## src/rtl/btn_event.sv

```systemverilog
// Button press-event queue: turns rising edges on four debounced buttons into events held in a small FIFO.
// Latency: an event is visible on evt_valid/evt_code one clk after the button is first sampled high.
// Backpressure: valid/ready pop; a full FIFO with no pop in the same cycle drops the new event and pulses evt_drop.
//
// Ports:
//   clk, rst           clock and synchronous active-high reset
//   tick               slow strobe that paces the auto-repeat counter
//   btn[3:0]           debounced buttons: [0]=up [1]=down [2]=left [3]=right
//   evt_valid/evt_code head of the event FIFO (button index 0..3)
//   evt_ready          consumer accepts the head when evt_valid is also high
//   evt_drop           one-cycle pulse, registered, after an event was discarded on a full FIFO
//
// Optional feature: define BTN_AUTOREPEAT_EN to build the hold-to-repeat FSM.
// Without it every press gives exactly one event and tick is ignored.

module btn_event #(
  parameter int DEPTH         = 4,
  parameter int REPEAT_DELAY  = 100,
  parameter int REPEAT_PERIOD = 40
) (
  input  logic       clk,
  input  logic       rst,
  input  logic       tick,
  input  logic [3:0] btn,
  output logic       evt_valid,
  output logic [1:0] evt_code,
  input  logic       evt_ready,
  output logic       evt_drop
);

  localparam int PW = $clog2(DEPTH);
  localparam int CW = PW + 1;

  // ---------------------------------------------------------------------------
  // Edge detection and press priority
  // ---------------------------------------------------------------------------
  logic [3:0] btn_q, btn_d;
  logic [3:0] rise;
  logic       press_vld;
  logic [1:0] press_idx;

  always_comb begin
    btn_d     = btn;
    rise      = btn & ~btn_q;
    press_vld = |rise;
    press_idx = 2'd0;
    // Scan from the top so the lowest set index is the one left standing.
    for (int i = 3; i >= 0; i--) begin
      if (rise[i]) press_idx = 2'(i);
    end
  end

  // ---------------------------------------------------------------------------
  // Auto-repeat
  // ---------------------------------------------------------------------------
  logic       rep_vld;
  logic [1:0] rep_code;

`ifdef BTN_AUTOREPEAT_EN
  localparam int RMAX = (REPEAT_DELAY > REPEAT_PERIOD) ? REPEAT_DELAY : REPEAT_PERIOD;
  localparam int RW   = $clog2(RMAX + 1);

  typedef enum logic [1:0] {
    R_IDLE,
    R_DELAY,
    R_REPEAT
  } rep_state_t;

  rep_state_t state_q, state_d;
  logic [RW-1:0] cnt_q, cnt_d;
  logic [1:0]    held_q, held_d;
  logic [RW-1:0] cnt_lim;

  always_comb begin
    state_d  = state_q;
    cnt_d    = cnt_q;
    held_d   = held_q;
    rep_vld  = 1'b0;
    rep_code = held_q;
    // Counter holds ticks-minus-one, so the event fires on the tick that reaches the limit.
    cnt_lim  = (state_q == R_DELAY) ? RW'(REPEAT_DELAY - 1) : RW'(REPEAT_PERIOD - 1);

    if (press_vld) begin
      // A fresh press always restarts the delay; any repeat due this cycle is lost.
      state_d = R_DELAY;
      cnt_d   = '0;
      held_d  = press_idx;
    end else begin
      case (state_q)
        R_DELAY, R_REPEAT: begin
          if (!btn[held_q]) begin
            state_d = R_IDLE;
            cnt_d   = '0;
          end else if (tick) begin
            if (cnt_q == cnt_lim) begin
              rep_vld = 1'b1;
              state_d = R_REPEAT;
              cnt_d   = '0;
            end else begin
              cnt_d = cnt_q + 1'b1;
            end
          end
        end
        default: begin
          state_d = R_IDLE;
        end
      endcase
    end
  end

  always_ff @(posedge clk) begin
    if (rst) begin
      state_q <= R_IDLE;
      cnt_q   <= '0;
      held_q  <= 2'd0;
    end else begin
      state_q <= state_d;
      cnt_q   <= cnt_d;
      held_q  <= held_d;
    end
  end
`else
  logic unused_tick;

  assign unused_tick = tick;
  assign rep_vld     = 1'b0;
  assign rep_code    = 2'd0;
`endif

  // ---------------------------------------------------------------------------
  // Event FIFO
  // ---------------------------------------------------------------------------
  logic [1:0]    mem_q [DEPTH];
  logic [1:0]    mem_d [DEPTH];
  logic [PW-1:0] wr_ptr_q, wr_ptr_d;
  logic [PW-1:0] rd_ptr_q, rd_ptr_d;
  logic [CW-1:0] count_q, count_d;
  logic [1:0]    code_q, code_d;
  logic          drop_q, drop_d;

  logic          push_vld;
  logic [1:0]    push_code;
  logic          pop;
  logic          full;
  logic          push_ok;

  always_comb begin
    push_vld  = press_vld | rep_vld;
    push_code = press_vld ? press_idx : rep_code;

    pop     = (count_q != '0) & evt_ready;
    full    = (count_q == CW'(DEPTH));
    // Full is still writable when the head leaves in the same cycle.
    push_ok = push_vld & (~full | pop);
    drop_d  = push_vld & full & ~pop;

    mem_d    = mem_q;
    wr_ptr_d = wr_ptr_q;
    rd_ptr_d = rd_ptr_q;
    count_d  = count_q;

    if (push_ok) begin
      mem_d[wr_ptr_q] = push_code;
      wr_ptr_d        = wr_ptr_q + 1'b1;
    end
    if (pop) begin
      rd_ptr_d = rd_ptr_q + 1'b1;
    end
    case ({push_ok, pop})
      2'b10:   count_d = count_q + 1'b1;
      2'b01:   count_d = count_q - 1'b1;
      default: count_d = count_q;
    endcase

    // evt_code is a register so it can hold its last value while empty.
    // When the next head is the entry being written this cycle, take it from
    // the push path because mem_q does not hold it yet.
    code_d = code_q;
    if (count_d != '0) begin
      if (push_ok && (rd_ptr_d == wr_ptr_q)) begin
        code_d = push_code;
      end else begin
        code_d = mem_q[rd_ptr_d];
      end
    end
  end

  always_ff @(posedge clk) begin
    if (rst) begin
      btn_q    <= 4'd0;
      wr_ptr_q <= '0;
      rd_ptr_q <= '0;
      count_q  <= '0;
      code_q   <= 2'd0;
      drop_q   <= 1'b0;
      for (int i = 0; i < DEPTH; i++) begin
        mem_q[i] <= 2'd0;
      end
    end else begin
      btn_q    <= btn_d;
      wr_ptr_q <= wr_ptr_d;
      rd_ptr_q <= rd_ptr_d;
      count_q  <= count_d;
      code_q   <= code_d;
      drop_q   <= drop_d;
      for (int i = 0; i < DEPTH; i++) begin
        mem_q[i] <= mem_d[i];
      end
    end
  end

  assign evt_valid = (count_q != '0);
  assign evt_code  = code_q;
  assign evt_drop  = drop_q;

endmodule

```

## config.mk

```make
export PLATFORM = sky130hd
export DESIGN_NAME = btn_event
export DESIGN_NICKNAME = d
export VERILOG_FILES = /design/src/rtl/btn_event.sv
export SDC_FILE = /design/constraint.sdc
export NUM_CORES = 1
export LEC_CHECK = 0
export CAP_MARGIN = 25
export CORE_MARGIN = 2
export CORE_UTILIZATION = 52
export CTS_BUF_LIST = sky130_fd_sc_hd__clkbuf_8
export DETAILED_ROUTE_END_ITERATION = 8
export GPL_ROUTABILITY_DRIVEN = 0
export PLACE_DENSITY = 0.77
export SLEW_MARGIN = 5
export SYNTH_ARGS = -nofsm -noshare
export SYNTH_HDL_FRONTEND = slang
export SYNTH_SLANG_ARGS = --single-unit
```

## constraint.sdc

```tcl
create_clock -name clk -period 3.1 [get_ports clk]
set_clock_uncertainty 0.05 [all_clocks]
set_input_delay 0.775 -clock clk [delete_from_list [all_inputs] [get_ports clk]]
set_output_delay 0.775 -clock clk [all_outputs]
set_load 0.05 [all_outputs]
```

==> results of run 1 <==
==> worst max-delay path: stages <==
cell and delay (ps):
clkdlybuf4s50_1 480, nand2b_1 90, a41oi_2 240, inv_1 60, ha_1 210, inv_1 80
fa_2 250, xor2_4 190, xor2_2 180, a32oi_2 140, nor2b_4 150, a32o_1 250
==> logic make-up (layout without fill, tap and decap cells) <==
logic type | count (synthesis) | after routing | synth area share [%]
fa+ha+maj | 6 | 6 | 7.277
flops | 22 | 22 | 38.81
buf+inv | 12 | 34 | 4.079
xor+xnor | 8 | 8 | 7.387
simple gates | 52 | 52 | 22.49
mux | 7 | 7 | 6.395
compound gates | 19 | 19 | 13.56
==> cell type report <==
class | instances | area share [%]
clock buffer | 3 | 2.852
inverter | 8 | 2.074
multi-input combinational | 92 | 48.75
sequential | 22 | 30.42
tap | 27 | 2.334
timing repair buffer | 23 | 13.57
==> metal layers <==
metal,vias up,share of wire [%],GRT usage (%)
li1,474,-,-
met5,-,0,0
met3,4,3.7,5.655
met1,451,43,24.20
met2,16,52,40.13
met4,0,1.4,8.108
==> cell usage in the layout, fill, tap and decap left out, drive strengths merged <==
cell type / count
a32oi: 1
mux2: 2
dlygate4sd2: 1
nor2b: 7
mux2i: 5
or2: 3
inv: 8
nor3b: 1
ha: 5
clkbuf: 3
fa: 1
nand2b: 6
o311ai: 1
or3: 1
nor4b: 1
o22ai: 1
a21oi: 8
a222oi: 2
o31ai: 1
xnor2: 4
nor3: 2
xor2: 3
nand3: 5
a21boi: 1
xnor3: 1
nand2: 13
dfxtp: 22
nor2: 13
a41oi: 1
buf: 13
a32o: 2
o21ai: 1
clkdlybuf4s50: 9
==> power breakdown <==
part	internal (W)	switching, W
registers	0.000329	0.0000675
logic	0.000267	0.000277
clock network	0.0000867	0.0000878
==> state kept, by name, indices dropped and copies added, names as in the netlist <==
register  count
evt_drop      1
btn_q         4
evt_code      2
rd_ptr_q      2
mem_q         8
wr_ptr_q      2
count_q       3
==> how the worst min path moves through the flow <==
stage | endpoint | start | depth (start not counted)
floorplan | mem_q[1]$_SDFFE_PP0P_ | mem_q[1]$_SDFFE_PP0P_ | 2
global placement | mem_q[3]$_SDFFE_PP0P_ | mem_q[3]$_SDFFE_PP0P_ | 2
detailed placement | evt_code[1]$_SDFFE_PP0P_ | evt_code[1]$_SDFFE_PP0P_ | 1
CTS | mem_q[3]$_SDFFE_PP0P_ | mem_q[3]$_SDFFE_PP0P_ | 2
global route | mem_q[3]$_SDFFE_PP0P_ | mem_q[3]$_SDFFE_PP0P_ | 2
finish | evt_code[1]$_SDFFE_PP0P_ | evt_code[1]$_SDFFE_PP0P_ | 1
==> what timing repair did <==
action,4_1_cts,5_1_grt
gates resized for setup,5,5
setup buffers,2,1
hold endpoints to repair,0,0
setup endpoints to repair,2,2
pin swaps,4,4
==> through the flow <==
| step | util (%) | TNS [ps] | power [W] |
|---|---|---|---|
| final | 72.31 | 0 | 0.001116 |
| after global routing | 72.31 | -55.63 | 0.001193 |
| after CTS | 70.00 | 0 | 0.001083 |
| after detailed placement | 66.31 | -966.2 | 0.0008947 |
| after global placement | 66.31 | -744.5 | 0.0008658 |
| after floorplan | - | 0 | 0.0007417 |
==> summary.md, run 1 <==
| Metric | Value |
|---|---|
| Async SR Flop Fraction | `0%` |
| Max rail drop VDD | `0.5073 mV` |
| Fin crit share | `between 90% and 100%` |
| Die footprint | `about 2600 um2` |
| Vias post-DR | `945` |
| Distinct cells, synth | `32` |
| FILL cells | `140` |
| Most frequent cells after synthesis | `dfxtp_1, nand2_1, nor2_1, a21oi_1, inv_1` |
| Post-Route WL | `about 2500 um` |
| Worst-path maximum fanout | `2` |
| TritonCTS Buffers | `3` |
| Mapped Cells | `roughly 130` |
| Vias in the first global route | `roughly 960` |
| Post-placement cell area | `~1300 um2` |
| Clock slew at reported path FFs | `around 80 ps` |
| P&R area growth vs syn | `27.56%` |
| Setup CP Type | `in2reg` |
| Routed wire per std cell | `14.22 um` |
| Clock Latency Late Sink | `260 ps` |
| IO Port Bufs | `10` |
| Endpoints failing hold | `0` |
| Largest net degree at the start of global routing | `13` |
| Top-area cell type share of the netlist area | `around two fifths` |
| PnR worst setup slack | `between 90 and 100 ps` |
| Number of cell rows | `16` |
| Power Dens Cells | `around 770 nW/um2` |
| Fmax | `between 300 and 400 MHz` |
| Core area | `between 2000 and 2500 um2` |
| Yosys warning total | `0` |
| Seq cells post-synth | `22` |
| Sequential cell area | `~440 um2` |
| Critical R2R Capture | `evt_code[1]$_SDFFE_PP0P_` |
| Post-synth EDFFs | `0` |
| Cells after DPL | `169` |
| TritonRoute pass-1 iters | `5` |
| CTS HTree Levels | `1` |
| Drt drc | `0` |
| Total GRT Usage | `a little over a fifth` |
| Status | `finished clean` |
| Place WS | `-415.3 ps` |
| DRT antenna net count | `0` |
| Initial Util | `a little under three fifths` |
| Largest cells by area after synthesis | `dfxtp_1, ha_1, mux2i_1, nand2_1, nor2_1` |
| Clock Path Buffers | `2` |
| CTS tree | `done` |
| Slew margin rel. | `between 50% and 60%` |
| Clock sinks | `22` |
| Data required time of the critical path | `3210 ps` |
| CP endpoint | `evt_code[1]$_SDFFE_PP0P_` |
| Crit. End Element | `flop` |
| Net count, final | `about 160` |
| DP Wirelength | `1804 um` |
| DRT iter0 DRCs | `12` |
| Post-synthesis sequential area ratio | `38.81%` |
| Area taken by multi-input logic gates | `705.7 um2` |
| Reg2reg start | `count_q[2]$_SDFF_PP0_` |
| Setup crit start kind | `primary input` |
| Worst hold slack | `between 400 and 500 ps` |
| Global-route wire length before repair | `about 4100 um` |
| Endpoints failing setup | `0` |
| Vias/cell | `approximately 5.4` |
| Die X-Extent | `between 50 and 60 um` |
| R2R Setup Slk | `370 ps` |
| Syn avg cell area | `9.007 um2` |
| R2R depth | `11` |
| Worst slew pin tran | `~620 ps` |
| Diode count | `0` |
| Hold Buf Count CTS | `0` |
| Layout Cells excl Fill | `between 150 and 200` |
| GRT overflow | `0` |
| Chip height | `around 51 um` |
| Max_cap viols | `0` |
| Share of cells above drive strength 1 | `18.92%` |
| Lkg Pwr | `roughly 0.61 nW` |
| Worst Path Arrival | `3110 ps` |
| Crit path from | `btn[2]` |
| Count leader, synth | `dfxtp_1` |
| Synth area leader | `dfxtp_1` |
| Synth Flop Type | `dfxtp_1` |
| Fin crit period | `approximately 3000 ps` |
| Syn_nets | `140` |
| Fin. max-slew vios | `0` |
| Root Buffer Master | `clkbuf_8` |
| Antenna violations before repair | `0` |
| Fin area | `between 1000 and 1500 um2` |
| Worst hold-check path type | `reg2reg` |
| Io pins | `12` |
| Netlist Area Pre-Place | `around 1100 um2` |
Power figures use the tool's default switching activity.
==> run 2, diff against run 1 <==
- CAP_MARGIN: 25 -> not set
- CORE_UTILIZATION: 52 -> 62
- PLACE_DENSITY: 0.77 -> 0.86
- clock period: 3.1 -> 3.85 ns (I/O delays scaled with it)
==> summary.md, run 2 (synthesis results as in run 1) <==
| Metric | Value |
|---|---|
| Crit-path max cell delay | `450 ps (-30 ps)` |
| Post-Route WL | `2211 um (-11%)` |
| Fin. max-slew vios | `0 (unchanged)` |
| Endpoints failing setup | `0 (unchanged)` |
| Drt drc | `0 (unchanged)` |
| Fmax | `285.1 MHz` |
| Fin crit share | `approximately 91%` |
| IO Port Bufs | `10 (unchanged)` |
| Status | `finished clean` |
| Hold Buf Count CTS | `0 (unchanged)` |
| Clock sinks | `22 (unchanged)` |
| Min-Delay Path Depth | `2 (+1)` |
| DRT antenna net count | `0 (unchanged)` |
| Max_cap viols | `0 (unchanged)` |
| Slew margin rel. | `46.81% (-11 points)` |
| Max reg flops | `8 (unchanged)` |
| Setup crit start kind | `primary input` |
| Clock Latency Late Sink | `270 ps (about the same)` |
| Worst slew pin tran | `795.3 ps (+174.2 ps)` |
| TritonCTS Buffers | `3 (unchanged)` |
| Fin crit period | `around 3500 ps` |
| GRT overflow | `0 (unchanged)` |
| Sequential cell area | `440.4 um2 (unchanged)` |
| CP top delay family | `buffers and inverters` |
| Worst hold slack | `409.1 ps (-10.04 ps)` |
| Global-route wire length before repair | `3608 um (-13%)` |
| Worst hold-check path type | `reg2reg` |
| Antenna violations before repair | `0 (unchanged)` |
| Share of cells above drive strength 1 | `7.971% (-11 points)` |
| Vias post-DR | `907 (-4.0%)` |
| Lkg Pwr | `0.5447 nW (-10%)` |
| Worst path slowest cell | `clkdlybuf4s50_1` |
| Leading cell type in the layout, fill and taps excluded | `dfxtp_1` |
| Power Dens Cells | `644.2 nW/um2 (-16%)` |
| Top reg by flops | `mem_q` |
| Clock Path Buffers | `2 (unchanged)` |
| Diode count | `0 (unchanged)` |
| Chip height | `46.78 um (-7.8%)` |
| CTS tree | `done` |
| FILL cells | `123 (-12%)` |
| Data required time of the critical path | `3960 ps (+750 ps)` |
| Reg2reg start | `count_q[2]$_SDFF_PP0_` |
| Worst-path maximum fanout | `3 (+1)` |
| R2R depth | `11 (unchanged)` |
| RSZ-0062 raised after global routing | `no` |
| R2R Setup Slk | `970 ps (+600 ps)` |
| Core area | `1727 um2 (-14%)` |
| Io pins | `12 (unchanged)` |
| Vias/cell | `5.564 (+3.0%)` |
| Area taken by multi-input logic gates | `648.1 um2 (-8.2%)` |
| Routed wire per std cell | `13.56 um (-4.6%)` |
| Worst Path Arrival | `3620 ps (+510 ps)` |
| Biggest regs | `mem_q (8), btn_q (4), count_q (3)` |
| Clock slew at reported path FFs | `80 ps (about the same)` |
| Die footprint | `2188 um2 (-15%)` |
| Final Util | `76.45% (+4.1 points)` |
| Setup CP Type | `in2reg` |
| Largest net degree at the start of global routing | `23 (+10)` |
| Commonest cells after routing, fill and taps aside | `dfxtp_1, nand2_1, nor2_1` |
| Critical R2R Capture | `evt_code[1]$_SDFFE_PP0P_` |
| CTS HTree Levels | `1 (unchanged)` |
| Post-CTS setup repair buffer count | `0 (-2)` |
| Total GRT Usage | `24.07% (+2.1 points)` |
| Ordered cell list for the critical path | `clkdlybuf4s50_1 > nor4b_1 > a41oi_1 > inv_1 > ha_1 > inv_1 > fa_1 > xor2_1 > xor2_1 > a32oi_1 > nor2b_1 > a32o_1` |
| DP Wirelength | `1533 um (-15%)` |
| Die X-Extent | `46.78 um (-7.8%)` |
| TritonRoute pass-1 iters | `4 (-1)` |
| Crit. End Element | `flop` |
| Post-route setup TNS | `0 ps (unchanged)` |
| Max rail drop VDD | `0.4892 mV (-3.6%)` |
| P&R area growth vs syn | `16.32%` |
| Root Buffer Master | `clkbuf_8` |
| Net count, final | `153 (-6.7%)` |
| Number of cell rows | `15 (-1)` |
| Hold Crit Start | `mem_q[3]$_SDFFE_PP0P_` |
| Post-CTS resize count | `0 (-5)` |
| DRT iter0 DRCs | `16 (+4)` |
| Endpoints failing hold | `0 (unchanged)` |
| Min-Delay Endpoint | `mem_q[3]$_SDFFE_PP0P_` |
| Critical path buffer and inverter count | `3 (unchanged)` |
| Vias in the first global route | `812 (-15%)` |
| Initial Util | `65.72% (+9.0 points)` |
[run 2: report_power, final]
| part | switching (W) | internal (W) |
|---|---|---|
| Sequential | 0.0000495 | 0.000265 |
| Combinational | 0.000202 | 0.000167 |
| Clock | 0.0000761 | 0.0000913 |
| Total | 0.000327 | 0.000523 |
[run 2: worst max path at each step]
stage          startpoint                       end  slack (ps)  cells after the start
6_report        evt_ready  evt_code[1]$_SDFFE_PP0P_         340                     12
5_1_grt         evt_ready  evt_code[1]$_SDFFE_PP0P_         140                     12
4_1_cts         evt_ready  evt_code[1]$_SDFFE_PP0P_         340                     12
3_5_place_dp    evt_ready  evt_code[1]$_SDFFE_PP0P_         100                     12
3_3_place_gp    evt_ready  evt_code[1]$_SDFFE_PP0P_         180                     12
2_1_floorplan   evt_ready  evt_code[1]$_SDFFE_PP0P_         650                     12
[run 2: metal layers]
| layer | GRT usage, % | vias to the layer above | share of wire (%) |
|---|---|---|---|
| li1 | - | 453 | - |
| met1 | 32.30 | 425 | 44 |
| met2 | 36.44 | 24 | 49 |
| met3 | 3.462 | 5 | 4.6 |
| met4 | 15.00 | 0 | 2.6 |
| met5 | 0 | - | 0 |
[run 2: cell type report]
cell class,count,share of cell area [%]
Multi-Input combinational cell,92,49.10
Sequential cell,22,33.36
Timing Repair Buffer,12,8.720
Clock buffer,4,4.171
Tap cell,25,2.370
Inverter,8,2.275
[run 2: tightest hold or removal path, cell delays in order, from the launching register on]
cell and delay, ps:
dfxtp_1 310, nand2_1 50, a21oi_1 50
[run 2: per-stage QoR]
stage               instances  total power [W]  setup WS, ps  area [um2]
floorplan                 126        0.0005972         647.1        1135
global placement          159        0.0006657         177.5        1265
detailed placement        159        0.0006822         96.61        1265
CTS                       163        0.0008524         340.6        1320
global route              163        0.0009020         138.4        1320
finish                    163        0.0008503         342.1        1320
==> run 3, diff against run 2 <==
- CTS_CLUSTER_DIAMETER: not set -> 40
- PLACE_DENSITY: 0.86 -> 0.84
==> summary.md, run 3 (synthesis results as in run 1) <==
| Metric | Value |
|---|---|
| Power Dens Cells | `626.5 nW/um2 (-2.7%)` |
| Max rail drop VDD | `0.4777 mV (-2.4%)` |
| Vias in the first global route | `822 (+1.2%)` |
| Commonest cells after routing, fill and taps aside | `dfxtp_1, nand2_1, nor2_1` |
| Share of cells above drive strength 1 | `7.299% (-0.67 points)` |
| TritonCTS Buffers | `3 (unchanged)` |
| Die footprint | `2188 um2 (unchanged)` |
| Leading cell type in the layout, fill and taps excluded | `dfxtp_1` |
| Fin. max-slew vios | `0 (unchanged)` |
| CTS HTree Levels | `1 (unchanged)` |
| Antenna violations before repair | `0 (unchanged)` |
| Post-Route WL | `2087 um (-5.6%)` |
| Setup crit start kind | `primary input` |
| Worst Path Arrival | `3480 ps (-140 ps)` |
| Clock slew at reported path FFs | `70 ps (about the same)` |
| Clock Path Buffers | `2 (unchanged)` |
| Worst slew pin tran | `792.1 ps (-3.200 ps)` |
| DRT antenna net count | `0 (unchanged)` |
| Clock Latency Late Sink | `260 ps (about the same)` |
| Post-CTS resize count | `0 (unchanged)` |
| Fin crit share | `87.71% (-3.4 points)` |
| Clock sinks | `22 (unchanged)` |
| Routed wire per std cell | `12.88 um (-5.0%)` |
| Largest net degree at the start of global routing | `23 (unchanged)` |
| CTS tree | `done` |
| Lkg Pwr | `0.5376 nW (-1.3%)` |
| Drt drc | `0 (unchanged)` |
| Crit. End Element | `flop` |
| Vias post-DR | `918 (+1.2%)` |
| Worst hold-check path type | `reg2reg` |
| Number of cell rows | `15 (unchanged)` |
| Post-CTS setup repair buffer count | `0 (unchanged)` |
| Max_cap viols | `0 (unchanged)` |
| Total GRT Usage | `21.85% (-2.2 points)` |
| Setup CP Type | `in2reg` |
| Endpoints failing setup | `0 (unchanged)` |
| Hold Buf Count CTS | `0 (unchanged)` |
| GRT overflow | `0 (unchanged)` |
| Core area | `1727 um2 (unchanged)` |
| Io pins | `12 (unchanged)` |
| Endpoints failing hold | `0 (unchanged)` |
| Biggest regs | `mem_q (8), btn_q (4), count_q (3)` |
| Root Buffer Master | `clkbuf_8` |
| Status | `finished clean` |
| DP Wirelength | `1536 um (+0.17%)` |
| Fin crit period | `3377 ps (-131.1 ps)` |
| Global-route wire length before repair | `3353 um (-7.1%)` |
| FILL cells | `130 (+5.7%)` |
| IO Port Bufs | `10 (unchanged)` |
| Worst-path maximum fanout | `3 (unchanged)` |
| Fmax | `296.1 MHz (+3.9%)` |
| Chip height | `46.78 um (unchanged)` |
| DRT iter0 DRCs | `13 (-3)` |
| Slew margin rel. | `47.03% (+0.21 points)` |
| Pwr Total | `0.0008184 W (-3.8%)` |
| P&R area growth vs syn | `15.10%` |
| Vias/cell | `5.667 (+1.8%)` |
| Initial Util | `65.72% (unchanged)` |
| Diode count | `0 (unchanged)` |
| Post-route setup TNS | `0 ps (unchanged)` |
| TritonRoute pass-1 iters | `4 (unchanged)` |
| Final Util | `75.65% (-0.80 points)` |
| Die X-Extent | `46.78 um (unchanged)` |
| Top reg by flops | `mem_q` |
| RSZ-0062 raised after global routing | `no` |
| Max reg flops | `8 (unchanged)` |
| Data required time of the critical path | `3950 ps (about the same)` |
| Net count, final | `153 (unchanged)` |
==> run 3: changes by cell type in the layout (fill, tap and decap cells not counted) <==
cell / change
clkbuf_8: -1
==> run 3: cell type report <==
class                           count  area (um2)  share of cell area [%]
Clock buffer                        3       41.29                   3.161
Inverter                            8       30.03                   2.299
Multi-Input combinational cell     92       648.1                   49.62
Sequential cell                    22       440.4                   33.72
Tap cell                           25       31.28                   2.395
Timing Repair Buffer               12       115.1                   8.812
==> run 3: worst paths after layout <==
check | startpoint | to | slack, ps | depth (start not counted)
max | evt_ready | evt_code[1]$_SDFFE_PP0P_ | 470 | 12
min reg2reg | mem_q[1]$_SDFFE_PP0P_ | mem_q[1]$_SDFFE_PP0P_ | 410 | 2
min | mem_q[1]$_SDFFE_PP0P_ | mem_q[1]$_SDFFE_PP0P_ | 410 | 2
max reg2reg | count_q[2]$_SDFF_PP0_ | evt_code[1]$_SDFFE_PP0P_ | 1080 | 11
==> run 3: per-layer routing <==
metal | vias up | part of all wire [%] | track usage [%]
li1 | 452 | - | -
met1 | 447 | 48 | 28.71
met2 | 12 | 47 | 33.42
met3 | 7 | 2.0 | 3.462
met4 | 0 | 3.0 | 13.89
met5 | - | 0 | 0
==> run 3: per-stage QoR <==
step / worst slack [ps] / instance area (um2) / std cells / hold slack [ps]
global route: 185.3 / 1306 / 162 / 437.3
finish: 473.2 / 1306 / 162 / 414.7
CTS: 465.8 / 1306 / 162 / 415.5
detailed placement: 198.4 / 1265 / 159 / 404.3
floorplan: 647.1 / 1135 / 126 / 382.9
global placement: 214.4 / 1265 / 159 / 393.6
==> run 3: worst max-delay path: stages <==
cell	delay, ps
clkdlybuf4s50_1	420
nor4b_1	300
a41oi_1	100
inv_1	80
ha_1	180
inv_1	60
fa_1	370
xor2_1	240
xor2_1	170
a32oi_1	130
nor2b_1	170
a32o_1	280
==> run 3: where the power goes <==
| group | switching (W) | internal, W | leakage [nW] |
|---|---|---|---|
| Sequential | 0.0000493 | 0.000265 | 0.180 |
| Combinational | 0.000200 | 0.000167 | 0.336 |
| Clock | 0.0000674 | 0.0000697 | 0.0216 |
